<file path="src/rtl/pipeline_pkg.sv">
// Shared pipeline constants: datapath width, bubble encoding, reset PC and
// instruction field positions used by fetch and decode.
package pipeline_pkg;

  localparam int XLEN = 32;

  localparam logic [XLEN-1:0] NOP_INSTR        = 32'h0000_0013; // addi x0,x0,0
  localparam logic [XLEN-1:0] RESET_PC_DEFAULT = 32'h0000_0000;

  // Field positions decode slices out of instr_d.
  localparam int OP_MSB       = 6;
  localparam int OP_LSB       = 0;
  localparam int FUNCT3_MSB   = 14;
  localparam int FUNCT3_LSB   = 12;
  localparam int FUNCT7B5_BIT = 30;

  // Contents of the IF/ID pipeline register.
  typedef struct packed {
    logic [XLEN-1:0] instr;
    logic [XLEN-1:0] pc;
    logic [XLEN-1:0] pc_plus4;
    logic            valid;
    logic            misalign;
  } if_id_t;

endpackage

</file>
<file path="src/rtl/if_id_reg.sv">
// IF/ID pipeline register. Priority: clr (flush) > !en (stall) > bubble > load.
// Flush and bubble both replace the instruction with a NOP but keep the PC
// fields, so decode still sees the PC of the last real instruction.
module if_id_reg
  import pipeline_pkg::*;
#(
  parameter logic [XLEN-1:0] NOP = pipeline_pkg::NOP_INSTR
) (
  input  logic   clk,
  input  logic   rst_n,
  input  logic   en,
  input  logic   clr,
  input  logic   bubble,
  input  if_id_t data_i,
  output if_id_t data_o
);

  if_id_t data_q;
  if_id_t data_d;

  // Next-state selection following the flush/stall/bubble priority.
  always_comb begin
    data_d = data_q;
    if (clr) begin
      data_d.instr    = NOP;
      data_d.valid    = 1'b0;
      data_d.misalign = 1'b0;
    end else if (!en) begin
      data_d = data_q;
    end else if (bubble) begin
      data_d.instr    = NOP;
      data_d.valid    = 1'b0;
      data_d.misalign = 1'b0;
    end else begin
      data_d = data_i;
    end
  end

  // Register with asynchronous reset to an empty (bubble) slot.
  always_ff @(posedge clk or negedge rst_n) begin
    if (!rst_n) begin
      data_q.instr    <= NOP;
      data_q.pc       <= '0;
      data_q.pc_plus4 <= '0;
      data_q.valid    <= 1'b0;
      data_q.misalign <= 1'b0;
    end else begin
      data_q <= data_d;
    end
  end

  assign data_o = data_q;

endmodule

</file>
<file path="src/rtl/fetch_stage.sv">
// Instruction fetch: PC register, next-PC mux with EX redirect, and the
// IF/ID register feeding decode. Redirect targets are forced word-aligned;
// a misaligned target is remembered and tagged onto the instruction fetched
// from it.
module fetch_stage
  import pipeline_pkg::*;
#(
  parameter logic [XLEN-1:0] RESET_PC  = pipeline_pkg::RESET_PC_DEFAULT,
  parameter logic [XLEN-1:0] NOP_INSTR = pipeline_pkg::NOP_INSTR
) (
  input  logic            clk,
  input  logic            rst_n,
  input  logic            stall_f,
  input  logic            stall_d,
  input  logic            flush_d,
  input  logic            pc_src_e,
  input  logic [XLEN-1:0] pc_target_e,
  output logic [XLEN-1:0] imem_addr,
  input  logic [XLEN-1:0] imem_rd,
  input  logic            imem_ready,
  output logic [XLEN-1:0] pc_f,
  output logic [XLEN-1:0] instr_d,
  output logic [XLEN-1:0] pc_d,
  output logic [XLEN-1:0] pc_plus4_d,
  output logic            valid_d,
  output logic            misalign_d
);

  logic [XLEN-1:0] pc_f_q, pc_f_d;
  logic            misalign_f_q, misalign_f_d;
  logic [XLEN-1:0] pc_plus4_f;
  logic            capture;
  if_id_t          if_id_in;
  if_id_t          if_id_out;

  assign pc_plus4_f = pc_f_q + 32'd4;

  // The fetch at pc_f is accepted into IF/ID only on a plain load cycle.
  assign capture = !flush_d && !stall_d && imem_ready && !pc_src_e;

  // Next PC: redirect beats stall and memory wait; otherwise advance by 4.
  always_comb begin
    pc_f_d = pc_f_q;
    if (pc_src_e) begin
      pc_f_d = {pc_target_e[XLEN-1:2], 2'b00};
    end else if (stall_f || !imem_ready) begin
      pc_f_d = pc_f_q;
    end else begin
      pc_f_d = pc_plus4_f;
    end
  end

  // Misalign flag follows the latest redirect until its fetch is captured.
  always_comb begin
    misalign_f_d = misalign_f_q;
    if (pc_src_e) begin
      misalign_f_d = |pc_target_e[1:0];
    end else if (capture) begin
      misalign_f_d = 1'b0;
    end
  end

  // PC and misalign state registers.
  always_ff @(posedge clk or negedge rst_n) begin
    if (!rst_n) begin
      pc_f_q       <= RESET_PC;
      misalign_f_q <= 1'b0;
    end else begin
      pc_f_q       <= pc_f_d;
      misalign_f_q <= misalign_f_d;
    end
  end

  assign if_id_in.instr    = imem_rd;
  assign if_id_in.pc       = pc_f_q;
  assign if_id_in.pc_plus4 = pc_plus4_f;
  assign if_id_in.valid    = 1'b1;
  assign if_id_in.misalign = misalign_f_q;

  if_id_reg #(
    .NOP (NOP_INSTR)
  ) u_if_id_reg (
    .clk    (clk),
    .rst_n  (rst_n),
    .en     (!stall_d),
    .clr    (flush_d),
    .bubble (!imem_ready || pc_src_e),
    .data_i (if_id_in),
    .data_o (if_id_out)
  );

  assign pc_f       = pc_f_q;
  assign imem_addr  = pc_f_q;
  assign instr_d    = if_id_out.instr;
  assign pc_d       = if_id_out.pc;
  assign pc_plus4_d = if_id_out.pc_plus4;
  assign valid_d    = if_id_out.valid;
  assign misalign_d = if_id_out.misalign;

endmodule
</file>
<file path="config.mk">
export PLATFORM = sky130hd
export DESIGN_NAME = fetch_stage
export DESIGN_NICKNAME = d
export VERILOG_FILES = /design/src/rtl/pipeline_pkg.sv /design/src/rtl/if_id_reg.sv /design/src/rtl/fetch_stage.sv
export SDC_FILE = /design/constraint.sdc
export NUM_CORES = 1
export LEC_CHECK = 0
export BUFFER_PORTS_ARGS = -buffer_cell sky130_fd_sc_hd__buf_2
export CAP_MARGIN = 25
export CELL_PAD_IN_SITES_DETAIL_PLACEMENT = 1
export CELL_PAD_IN_SITES_GLOBAL_PLACEMENT = 2
export CORE_MARGIN = 3
export CORE_UTILIZATION = 31
export DETAILED_ROUTE_END_ITERATION = 8
export PLACE_DENSITY_LB_ADDON = 0.1
export SYNTH_ARGS = -nofsm -noshare
export SYNTH_HDL_FRONTEND = slang
export SYNTH_SLANG_ARGS = --single-unit
export TNS_END_PERCENT = 1
</file>
<file path="constraint.sdc">
create_clock -name clk -period 4.1 [get_ports clk]
set_clock_uncertainty 0.05 [all_clocks]
set_input_delay 0.82 -clock clk [delete_from_list [all_inputs] [get_ports clk]]
set_output_delay 0.82 -clock clk [all_outputs]
set_load 0.05 [all_outputs]
</file>
# Word-level counts from Yosys, hierarchy flattened
# Index checks and enable logic that the tools add are counted.
# totals
regBits	131
inputBits	71
out_inout_bits	162
wordCells	35
# op_classes
addsub	1
eq_ne	2
muxes	10
bitwise_logic	3
reduce_logical	12
# ops
cell	count
$mux 32	4
$mux 98	1
$mux 64	1
$add 32x3->32 const B	1
$logic_not 1->1	4
$mux 2	2
$logic_and 1x1->1	3
$not 1->1	3
$reduce_and 3->1	1
$logic_or 1x1->1	2
$mux 1	2
$ne 2x1->1 const B	1
$ne 2x2->1 const B	1
$reduce_bool 2->1	1
$reduce_or 2->1	1

# Logic depth before layout (Yosys ltp)
# Gate-level depths: netlist of run 1.
# logic_depth
ltp_word	6
mapped_depth	7
ltp_nobuf	6

# Hierarchy
# A second synthesis of run 1 with hierarchy kept.
# unflattened
cells_unflattened	634
hier_area_um2	6876.6
# by_module_without_submodules
mod	instances	cells_per_inst	area_each_um2	seq_area_each_um2
if_id_reg	1	286	4240.3	2456.1
fetch_stage	1	348	2636.3	775.7

# Worst setup path before layout of run 1
# Ideal clock, no wire load.
# synth_timing
path_type	reg-to-reg
start	register pc_f_q[2] (netlist: imem_addr[2])
end	register pc_f_q[18] (netlist: imem_addr[18])
setup_ps	126
arrival_time_ps	2203
required_time_ps	3924
slack_ps	1721
stages_incl_launch_ff	7
path_buffers	0
period_less_slack_ps	2379
path_cell_list	dfrtp_1 ha_1 and4_1 and2_4 nand4_2 mux2_1 a221o_1
# synth_via
elab_chain_cells	3
# synth_lines
item	line	rtl
start: declaration	fetch_stage.sv:29	logic [XLEN-1:0] pc_f_q, pc_f_d;
start signal: assignment	fetch_stage.sv:69	pc_f_q <= pc_f_d;
$add 32x3->32	fetch_stage.sv:36	assign pc_plus4_f = pc_f_q + 32'd4;
$mux 32	fetch_stage.sv:46	end else if (stall_f || !imem_ready) begin
$mux 32	fetch_stage.sv:44	if (pc_src_e) begin
# Every way passes these cells. The select of a mux whose other input is x is not followed.
# A chain may end at the register's enable or synchronous reset.

# Final worst setup path of run 1
# layout_timing
start	register pc_f_q[11] (netlist: imem_addr[11])
end	register pc_f_q[31] (netlist: imem_addr[31])
# Same word-level chain as after synthesis.

==> results.sh, run 1 <==
export IMPL_synth_top_area_cell="dfrtp_1"
export IMPL_status="finished clean"
export IMPL_rsz0062_at_grt="no"
export IMPL_r2r_slack_ns=1.73
export IMPL_grt_pass1_wl_mm=29.4
export IMPL_use_met1_pct=24.2
export IMPL_cts_sinks=125
export IMPL_start_util_pct=31.7
export IMPL_finalSetupViolCount=0
export IMPL_grt_util_all_layers_pct=18.3
export IMPL_ys_types=44
export IMPL_multi_input_area_mm2=0.00239
export IMPL_critPathKind="register to register"
export IMPL_use_met2_pct=29.1
export IMPL_portBuffers=224
export IMPL_totalWireLength_mm=18.8
export IMPL_grt_overflow=0
export IMPL_finalCriticalPeriod_ns=2.37
export IMPL_whs_ns=0.421
export IMPL_cp_max_fo=16
export IMPL_worstPathCellList="nand4_2 > nor4_4 > nand4_1 > xor2_1 > o21ai_1"
export IMPL_drc=0
export IMPL_synth_seq_area_share_pct=52.5
export IMPL_grt_start_max_net_pins=95
export IMPL_synth_edf_count=0
export IMPL_seqCellArea_mm2=0.00313
export IMPL_min_path_type="primary input to async pin"
export IMPL_slew_headroom_pct=42.0
export IMPL_first_pass_iters=4
export IMPL_hold_viol_final=0
export IMPL_ys_top_cells_by_area="dfrtp_1 (51%), nand2_1 (11%), xor2_1 (5.0%), buf_4 (4.9%), a22o_1 (4.4%)"
export IMPL_core_region_area_mm2=0.0188
export IMPL_syn_inst=608
export IMPL_antenna_cells=0
export IMPL_ant_nets=0
export IMPL_maxCapViolCount=0
export IMPL_die_area_mm2=0.0209
export IMPL_cp_data_required_time_ns=4.33
export IMPL_h_tree_depth=4
export IMPL_start_kind="register"
export IMPL_total_leakage_power_nw=3.85
export IMPL_syn_area_mm2=0.00597
export IMPL_dpl_hpwl_mm=13.5
export IMPL_pin_count=233
export IMPL_cellPowerDensity_mw_per_mm2=548
export IMPL_synthArstFlopShare_pct=100
export IMPL_yosys_warnings=0
export IMPL_worst_path_largest_cell_delay_ns=0.83
export IMPL_grt_use_met3_pct=5.46
export IMPL_end_kind="register"
export IMPL_worst_pin_slew_ns=0.863
export IMPL_synth_most_common_cell="nand2_1"
export IMPL_synth_top_area_share_pct=51.2
export IMPL_via_per_inst=4.69
export IMPL_wl_per_cell_um=17.7
export IMPL_drive_above_1_share_pct=35.6
export IMPL_fin_ws_ns=1.73
export IMPL_path_clk_slew_ns=0.06
export IMPL_maxSlewViolCount=0
export IMPL_max_freq_ghz=0.422
export IMPL_cts_buffers=17
export IMPL_grt_pass1_vias=5262
export IMPL_fin_setup_tns_ns=0
export IMPL_preCtsSetupSlack_ns=1.63
export IMPL_root_buffer="clkbuf_16"
export IMPL_drt_iter0_markers=158
export IMPL_min_period_over_period_pct=57.8
export IMPL_rows=50
export IMPL_cts_resized=0
export IMPL_fillerInstances=2215
export IMPL_cp_data_arrival_time_ns=2.60
export IMPL_clk_latency_ns=0.42
export IMPL_place_gp_congestion=0.749
export IMPL_synth_top_flop_cell="dfrtp_1"
export IMPL_max_vdd_ir_drop_v=0.000289
export IMPL_grt_most_used_layer="met2"
export IMPL_area_growth_pct=28.0
export IMPL_antenna_found_initial=0
export IMPL_worst_path_max_delay_cell="nor4_4"
export IMPL_post_cts_setup_buffer_count=0
export IMPL_num_vias=4995
export IMPL_die_w_um=145
export IMPL_clk_path_buf_depth=2
export IMPL_hold_buffers=0
export IMPL_nNetsFinal=863
export IMPL_synth_seq_cells=125
export IMPL_synth_common_cells="nand2_1 (169), dfrtp_1 (122), buf_4 (39), o21ai_0 (39), xor2_1 (34)"
export IMPL_cts_tree="built"
export IMPL_avgSynthCellArea_um2=9.81
export IMPL_dieHeight_um=145
-- worst paths after layout --
| path | start | to | depth (start not counted) |
|---|---|---|---|
| worst min-delay path | rst_n | u_if_id_reg.data_o[16] | 1 |
| max in group asynchronous | rst_n | imem_addr[26] | 2 |
| worst max register to register | imem_addr[11] | imem_addr[31] | 5 |
| min in group clk | u_if_id_reg.data_o[38] | u_if_id_reg.data_o[38] | 2 |
| worst min register to register | u_if_id_reg.data_o[38] | u_if_id_reg.data_o[38] | 2 |
| worst max-delay path | imem_addr[11] | imem_addr[31] | 5 |
-- kinds of logic after synthesis --
| group | Yosys count | synth area share [%] |
|---|---|---|
| adder cells (fa/ha/maj) | 1 | 0.210 |
| other | 1 | 0.0629 |
| XOR/XNOR | 56 | 8.22 |
| multiplexers | 3 | 0.545 |
| AO/OA/AOI/OAI | 93 | 10.2 |
| AND/OR/NAND/NOR | 253 | 20.1 |
| buffers and inverters | 76 | 8.22 |
| flip-flops | 125 | 52.5 |
-- power breakdown --
group	total [mW]	switching, mW	internal (mW)
clock	1.46	0.600	0.859
combinational	1.19	0.936	0.253
sequential	1.54	0.148	1.39
-- registers in the layout (all words and copies together) (netlist names) --
name / cells
u_if_id_reg.data_o: 94
imem_addr: 30
misalign_f_q: 1
-- through the flow --
step                      std cells  instance area (µm²)  total power [mW]  utilization, %
after floorplan                 615                 5990              2.45               -
after global placement         1030                 7020              2.74            37.3
after detailed placement       1031                 7040              2.77            37.4
after CTS                      1063                 7610              4.24            40.4
after global routing           1064                 7630              4.40            40.5
final                          1064                 7630              4.19            40.5
-- final cells by class --
class,count,share of cell area [%]
Sequential cell,125,41.0
Tap cell,260,4.26
Multi-Input combinational cell,414,31.3
Clock buffer,18,5.75
Timing Repair Buffer,232,15.9
Inverter,1,0.0492
Clock inverter,14,1.74
-- worst max-delay path, delay by kind of cell, from the launching register on --
| family | cells | cell delay, ns |
|---|---|---|
| flip-flops | 1 | 0.57 |
| AND/OR/NAND/NOR | 3 | 1.31 |
| AO/OA/AOI/OAI | 1 | 0.07 |
| XOR/XNOR | 1 | 0.23 |
-- layer usage --
layer | part of all wire, % | up-vias
met3 | 7.1 | 20
met2 | 47 | 177
li1 | - | 2363
met4 | 1.3 | 0
met1 | 44 | 2435
met5 | 0 | -
-- cell usage in the layout, fill, tap and decap left out, drive strengths merged, types with 14 or more instances in the layout --
| cell | netlist | final |
|---|---|---|
| xor2 | 34 | 34 |
| buf | 53 | 232 |
| clkbuf | 20 | 18 |
| nand2 | 169 | 169 |
| nand3 | 18 | 18 |
| dfrtp | 122 | 122 |
| a22o | 30 | 30 |
| nand4 | 14 | 14 |
| o21ai | 58 | 58 |
| xnor2 | 22 | 22 |
(Power assumes the default switching activity.)
==> run 2: changes to the inputs <==
--- a/config.mk
+++ b/config.mk
@@ -5,12 +5,13 @@
 export SDC_FILE = /design/constraint.sdc
 export NUM_CORES = 1
 export LEC_CHECK = 0
+export ABC_AREA = 1
 export BUFFER_PORTS_ARGS = -buffer_cell sky130_fd_sc_hd__buf_2
 export CAP_MARGIN = 25
 export CELL_PAD_IN_SITES_DETAIL_PLACEMENT = 1
 export CELL_PAD_IN_SITES_GLOBAL_PLACEMENT = 2
 export CORE_MARGIN = 3
-export CORE_UTILIZATION = 31
+export CORE_UTILIZATION = 25
 export DETAILED_ROUTE_END_ITERATION = 8
 export PLACE_DENSITY_LB_ADDON = 0.1
 export SYNTH_ARGS = -nofsm -noshare
==> constraint.sdc (replaced) <==
create_clock -name clk -period 2.04 [get_ports clk]
set_clock_uncertainty 0.05 [all_clocks]
set_input_delay 0.408 -clock clk [delete_from_list [all_inputs] [get_ports clk]]
set_output_delay 0.408 -clock clk [all_outputs]
set_load 0.05 [all_outputs]
==> run 2 against run 1 <==
Effect of this change: die area is 23% higher; fmax increased by 26%; critical path depth rose by 5; setup slack got worse by 1.6 ns; count of clock-buffer cells in the layout fell by 1; wire length rose by 17%; global-route usage fell by 1.1 points; critical path type unchanged.
==> results.sh, run 2 <==
export IMPL_fillerInstances=2823
export IMPL_critPathBufInv=1
export IMPL_end_kind="register"
export IMPL_synth_most_common_cell="nand2_1"
export IMPL_finalSetupViolCount=0
export IMPL_via_per_inst=4.49
export IMPL_synth_top_area_share_pct=51.1
export IMPL_dieHeight_um=161
export IMPL_worstPathCellList="ha_1 > nand3_1 > nor2_2 > nand2_1 > clkinv_1 > nand2_1 > nand2_1 > nand2_1 > nand2_1 > nand2_1"
export IMPL_synth_seq_cells=125
export IMPL_cellPowerDensity_mw_per_mm2=1110
export IMPL_fin_cells=1233
export IMPL_cts_buffers=17
export IMPL_critical_path_top_delay_family="simple AND/OR/NAND/NOR gates"
export IMPL_place_gp_congestion=0.797
export IMPL_rsz0062_at_grt="no"
export IMPL_yosys_warnings=0
export IMPL_first_pass_iters=4
export IMPL_totalWireLength_mm=22.1
export IMPL_area_growth_pct=31.7
export IMPL_nNetsFinal=980
export IMPL_worst_path_largest_cell_delay_ns=0.43
export IMPL_wl_per_cell_um=17.9
export IMPL_drt_iter0_markers=237
export IMPL_dpl_hpwl_mm=16.3
export IMPL_worst_pin_slew_ns=0.515
export IMPL_total_leakage_power_nw=4.18
export IMPL_synth_seq_area_share_pct=52.4
export IMPL_synth_top_flop_cell="dfrtp_1"
export IMPL_layout_common_cells="nand2_1 (250), buf_2 (223), dfrtp_1 (122), inv_1 (62), o21ai_0 (58)"
export IMPL_ys_types=28
export IMPL_antenna_cells=0
export IMPL_grt_util_all_layers_pct=17.1
export IMPL_max_freq_ghz=0.530
export IMPL_root_buffer="clkbuf_16"
export IMPL_pin_count=233
export IMPL_die_w_um=161
export IMPL_largest_reg_flops=94
export IMPL_final_cell_area_mm2=0.00787
export IMPL_synthArstFlopShare_pct=100
export IMPL_worst_path_max_delay_cell="dfrtp_1"
export IMPL_clk_latency_ns=0.42
export IMPL_clk_path_buf_depth=2
export IMPL_ant_nets=0
export IMPL_grt_pass1_vias=5864
export IMPL_die_area_mm2=0.0258
export IMPL_critPathKind="register to register"
export IMPL_start_kind="register"
export IMPL_synth_top_area_cell="dfrtp_1"
export IMPL_synth_edf_count=0
export IMPL_core_region_area_mm2=0.0231
export IMPL_critPathMostFrequentCell="nand2_1"
export IMPL_syn_inst=707
export IMPL_grt_overflow=0
export IMPL_drive_above_1_share_pct=31.6
export IMPL_slew_headroom_pct=65.7
export IMPL_fin_setup_tns_ns=0
export IMPL_grt_pass1_wl_mm=34.5
export IMPL_detailed_place_area_mm2=0.00728
export IMPL_drc=0
export IMPL_cts_sinks=125
export IMPL_hold_viol_final=0
export IMPL_min_period_over_period_pct=92.4
export IMPL_finalCriticalPeriod_ns=1.89
export IMPL_h_tree_depth=4
export IMPL_antenna_found_initial=0
export IMPL_min_path_type="primary input to register"
export IMPL_whs_ns=0.156
export IMPL_final_common_cell="nand2_1"
export IMPL_path_clk_slew_ns=0.06
export IMPL_max_vdd_ir_drop_v=0.000364
export IMPL_cp_data_arrival_time_ns=2.15
export IMPL_dp_cells=1201
export IMPL_ys_top_cells_by_area="dfrtp_1 (51%), nand2_1 (16%), a32o_1 (4.9%), o21ai_0 (4.9%), buf_4 (4.8%)"
export IMPL_cts_tree="built"
export IMPL_start_util_pct=25.9
export IMPL_grt_start_max_net_pins=48
export IMPL_cp_data_required_time_ns=2.31
export IMPL_rows=55
export IMPL_status="finished clean"
export IMPL_cp_max_fo=6
export IMPL_post_cts_setup_buffer_count=0
export IMPL_portBuffers=224
export IMPL_synth_common_cells="nand2_1 (250), dfrtp_1 (122), inv_1 (62)"
export IMPL_maxCapViolCount=0
export IMPL_num_vias=5537
export IMPL_syn_area_mm2=0.00597
export IMPL_maxSlewViolCount=0
export IMPL_avgSynthCellArea_um2=8.45
run 2: path summary, 6_finish.rpt:
path | startpoint | to | slack [ns] | cells past startpoint
min reg2reg | u_if_id_reg.data_o[19] | u_if_id_reg.data_o[19] | 0.43 | 2
max | imem_addr[3] | u_if_id_reg.data_o[22] | 0.15 | 10
max in group asynchronous | rst_n | u_if_id_reg.data_o[67] | 0.89 | 3
max reg2reg | imem_addr[3] | u_if_id_reg.data_o[22] | 0.15 | 10
min in group asynchronous | rst_n | u_if_id_reg.data_o[59] | 0.38 | 2
min | imem_rd[8] | u_if_id_reg.data_o[74] | 0.16 | 2
run 2: timing repair:
action                                  CTS  global route
endpoints found under the setup margin    0             1
endpoints found under the hold margin    21             0
resized for setup                         0             1
hold buffers                              1             0
run 2: area by class of cell:
cell class | count | area, µm² | share of cell area, %
clock buffer | 17 | 425 | 5.41
inverter | 66 | 248 | 3.15
timing repair buffer | 244 | 1320 | 16.7
sequential | 125 | 3130 | 39.8
multi-input combinational | 454 | 2210 | 28.1
clock inverter | 14 | 145 | 1.84
tap | 313 | 392 | 4.98
run 2: logic make-up after synthesis:
group	share of synthesized area (%)
AND/OR/NAND/NOR	21.4
adder cells (fa/ha/maj)	0.209
XOR/XNOR	2.30
AO/OA/AOI/OAI	12.4
buffers and inverters	11.2
other	0.0628
flip-flops	52.4
run 2: where the power goes:
part | internal [mW] | switching (mW) | total [mW] | leakage, nW
clock network | 1.79 | 1.22 | 3.01 | 0.271
logic | 0.558 | 2.10 | 2.66 | 2.31
registers | 2.81 | 0.267 | 3.07 | 1.60
run 2: metrics by stage:
| step | power, mW | setup WS, ns | utilization (%) |
|---|---|---|---|
| global route | 9.19 | 0.00984 | 34.1 |
| global placement | 5.80 | 0.253 | 31.6 |
| CTS | 8.88 | 0.119 | 34.1 |
| finish | 8.75 | 0.154 | 34.1 |
| detailed placement | 5.82 | 0.149 | 31.6 |
| floorplan | 5.07 | 0.173 | - |
run 2: routing by layer:
| metal | wire length [µm] | track usage, % |
|---|---|---|
| met5 | 0 | 0 |
| met2 | 10800 | 28.4 |
| met1 | 9970 | 22.8 |
| met4 | 268 | 4.30 |
| met3 | 1070 | 3.61 |
==> run 3: changes to the inputs <==
--- a/config.mk
+++ b/config.mk
@@ -13,7 +13,7 @@
 export CORE_MARGIN = 3
 export CORE_UTILIZATION = 25
 export DETAILED_ROUTE_END_ITERATION = 8
-export PLACE_DENSITY_LB_ADDON = 0.1
+export PLACE_DENSITY = 0.73
 export SYNTH_ARGS = -nofsm -noshare
 export SYNTH_HDL_FRONTEND = slang
 export SYNTH_SLANG_ARGS = --single-unit
==> run 3 against run 2 <==
Effect of this change: combinational power barely moved; fmax increased by 3.6%; critical path depth unchanged; global-route usage decreased by 0.86 points; sequential power barely moved; via count is 2.5% lower; wire length down 5.6%; total power increased by 1.4%; clock power grew 5%; worst hold slack worse by 0.011 ns; critical endpoint is now imem_addr[20]; largest cell class unchanged.
==> results.sh, run 3 (same netlist as run 2, synthesis figures left out) <==
export IMPL_antenna_found_initial=0
export IMPL_root_buffer="clkbuf_16"
export IMPL_grt_start_max_net_pins=60
export IMPL_die_area_mm2=0.0258
export IMPL_first_pass_iters=5
export IMPL_core_region_area_mm2=0.0231
export IMPL_finalCriticalPeriod_ns=1.82
export IMPL_drc=0
export IMPL_num_vias=5398
export IMPL_max_freq_ghz=0.550
export IMPL_portBuffers=224
export IMPL_cellPowerDensity_mw_per_mm2=1120
export IMPL_seqCellArea_mm2=0.00313
export IMPL_grt_util_all_layers_pct=16.3
export IMPL_layout_common_cells="nand2_1 (250), buf_2 (223), dfrtp_1 (122), inv_1 (62), o21ai_0 (58)"
export IMPL_post_cts_setup_buffer_count=0
export IMPL_rows=55
export IMPL_dp_cells=1205
export IMPL_worst_path_largest_cell_delay_ns=0.46
export IMPL_cts_sinks=125
export IMPL_fin_ws_ns=0.221
export IMPL_wl_per_cell_um=16.8
export IMPL_antenna_cells=0
export IMPL_total_leakage_power_nw=4.22
export IMPL_fillerInstances=2837
export IMPL_maxCapViolCount=0
export IMPL_end_kind="register"
export IMPL_rsz0062_at_grt="no"
export IMPL_final_cell_area_mm2=0.00793
export IMPL_fin_cells=1238
export IMPL_cts_buffers=17
export IMPL_cts_tree="built"
export IMPL_critical_path_top_delay_family="simple AND/OR/NAND/NOR gates"
export IMPL_multi_input_area_mm2=0.00220
export IMPL_cp_data_required_time_ns=2.31
export IMPL_area_growth_pct=32.7
export IMPL_path_clk_slew_ns=0.07
export IMPL_final_common_cell="nand2_1"
export IMPL_maxSlewViolCount=0
export IMPL_grt_overflow=0
export IMPL_h_tree_depth=4
export IMPL_place_gp_congestion=0.766
export IMPL_status="finished clean"
export IMPL_min_period_over_period_pct=89.2
export IMPL_clk_path_buf_depth=2
export IMPL_worstPathCellList="ha_1 > nand3_1 > nor2_2 > nand2_1 > clkinv_1 > nand2_1 > nand2_1 > nand2_1 > nand2_1 > nand2_1"
export IMPL_dieHeight_um=161
export IMPL_start_util_pct=25.9
export IMPL_via_per_inst=4.36
export IMPL_die_w_um=161
export IMPL_fin_setup_tns_ns=0
export IMPL_max_vdd_ir_drop_v=0.000464
export IMPL_finalSetupViolCount=0
export IMPL_totalWireLength_mm=20.8
export IMPL_slew_headroom_pct=58.5
export IMPL_nNetsFinal=984
export IMPL_ant_nets=0
export IMPL_pin_count=233
export IMPL_grt_pass1_vias=5665
export IMPL_grt_pass1_wl_mm=33.1
export IMPL_hold_viol_final=0
export IMPL_worst_path_max_delay_cell="dfrtp_1"
export IMPL_preCtsSetupSlack_ns=0.182
export IMPL_drt_iter0_markers=228
export IMPL_critPathMostFrequentCell="nand2_1"
export IMPL_critPathBufInv=1
export IMPL_worst_pin_slew_ns=0.622
export IMPL_critPathKind="register to register"
export IMPL_dpl_hpwl_mm=15.5
export IMPL_cp_data_arrival_time_ns=2.09
export IMPL_min_path_type="primary input to register"
export IMPL_clk_latency_ns=0.43
export IMPL_start_kind="register"
export IMPL_largest_reg_flops=94
export IMPL_detailed_place_area_mm2=0.00731
export IMPL_drive_above_1_share_pct=31.9
export IMPL_cp_max_fo=6
[run 3: where the power goes]
group,internal (mW),switching (mW),total (mW)
clock,1.85,1.30,3.15
combinational,0.565,2.11,2.67
sequential,2.81,0.252,3.06
[run 3: final timing paths]
path / startpoint / endpoint / slack, ns / cells past startpoint
max in group asynchronous: rst_n / u_if_id_reg.data_o[66] / 0.88 / 3
worst min-delay path: imem_rd[16] / u_if_id_reg.data_o[82] / 0.15 / 2
worst max-delay path: imem_addr[2] / imem_addr[20] / 0.22 / 10
min in group asynchronous: rst_n / u_if_id_reg.data_o[52] / 0.44 / 2
worst max register to register: imem_addr[2] / imem_addr[20] / 0.22 / 10
worst min register to register: u_if_id_reg.data_o[17] / u_if_id_reg.data_o[17] / 0.42 / 2
[run 3: per-stage QoR]
step,utilization [%],power [mW],hold slack (ns)
after floorplan,-,5.07,0.0624
after global placement,31.7,5.79,0.348
after detailed placement,31.7,5.81,0.352
after CTS,34.4,9.02,0.127
after global routing,34.4,9.30,0.136
final,34.4,8.87,0.145
[run 3: repair_timing]
item                      CTS  global route
hold buffers                1             0
resized for setup           0             0
hold endpoints to repair   44             0
[run 3: cell type report]
| type | instances | area share, % |
|---|---|---|
| Multi-Input combinational cell | 454 | 27.8 |
| Timing Repair Buffer | 248 | 17.0 |
| Sequential cell | 125 | 39.5 |
| Inverter | 66 | 3.13 |
| Tap cell | 313 | 4.94 |
| Clock inverter | 15 | 2.24 |
| Clock buffer | 17 | 5.37 |
[run 3: metal layers]
| metal | vias to the layer above | GRT usage [%] | share of wire (%) |
|---|---|---|---|
| met3 | 27 | 3.69 | 5.9 |
| met5 | - | 0 | 0 |
| met1 | 2570 | 22.6 | 47 |
| met4 | 0 | 4.93 | 1.5 |
| li1 | 2633 | - | - |
| met2 | 168 | 25.3 | 45 |
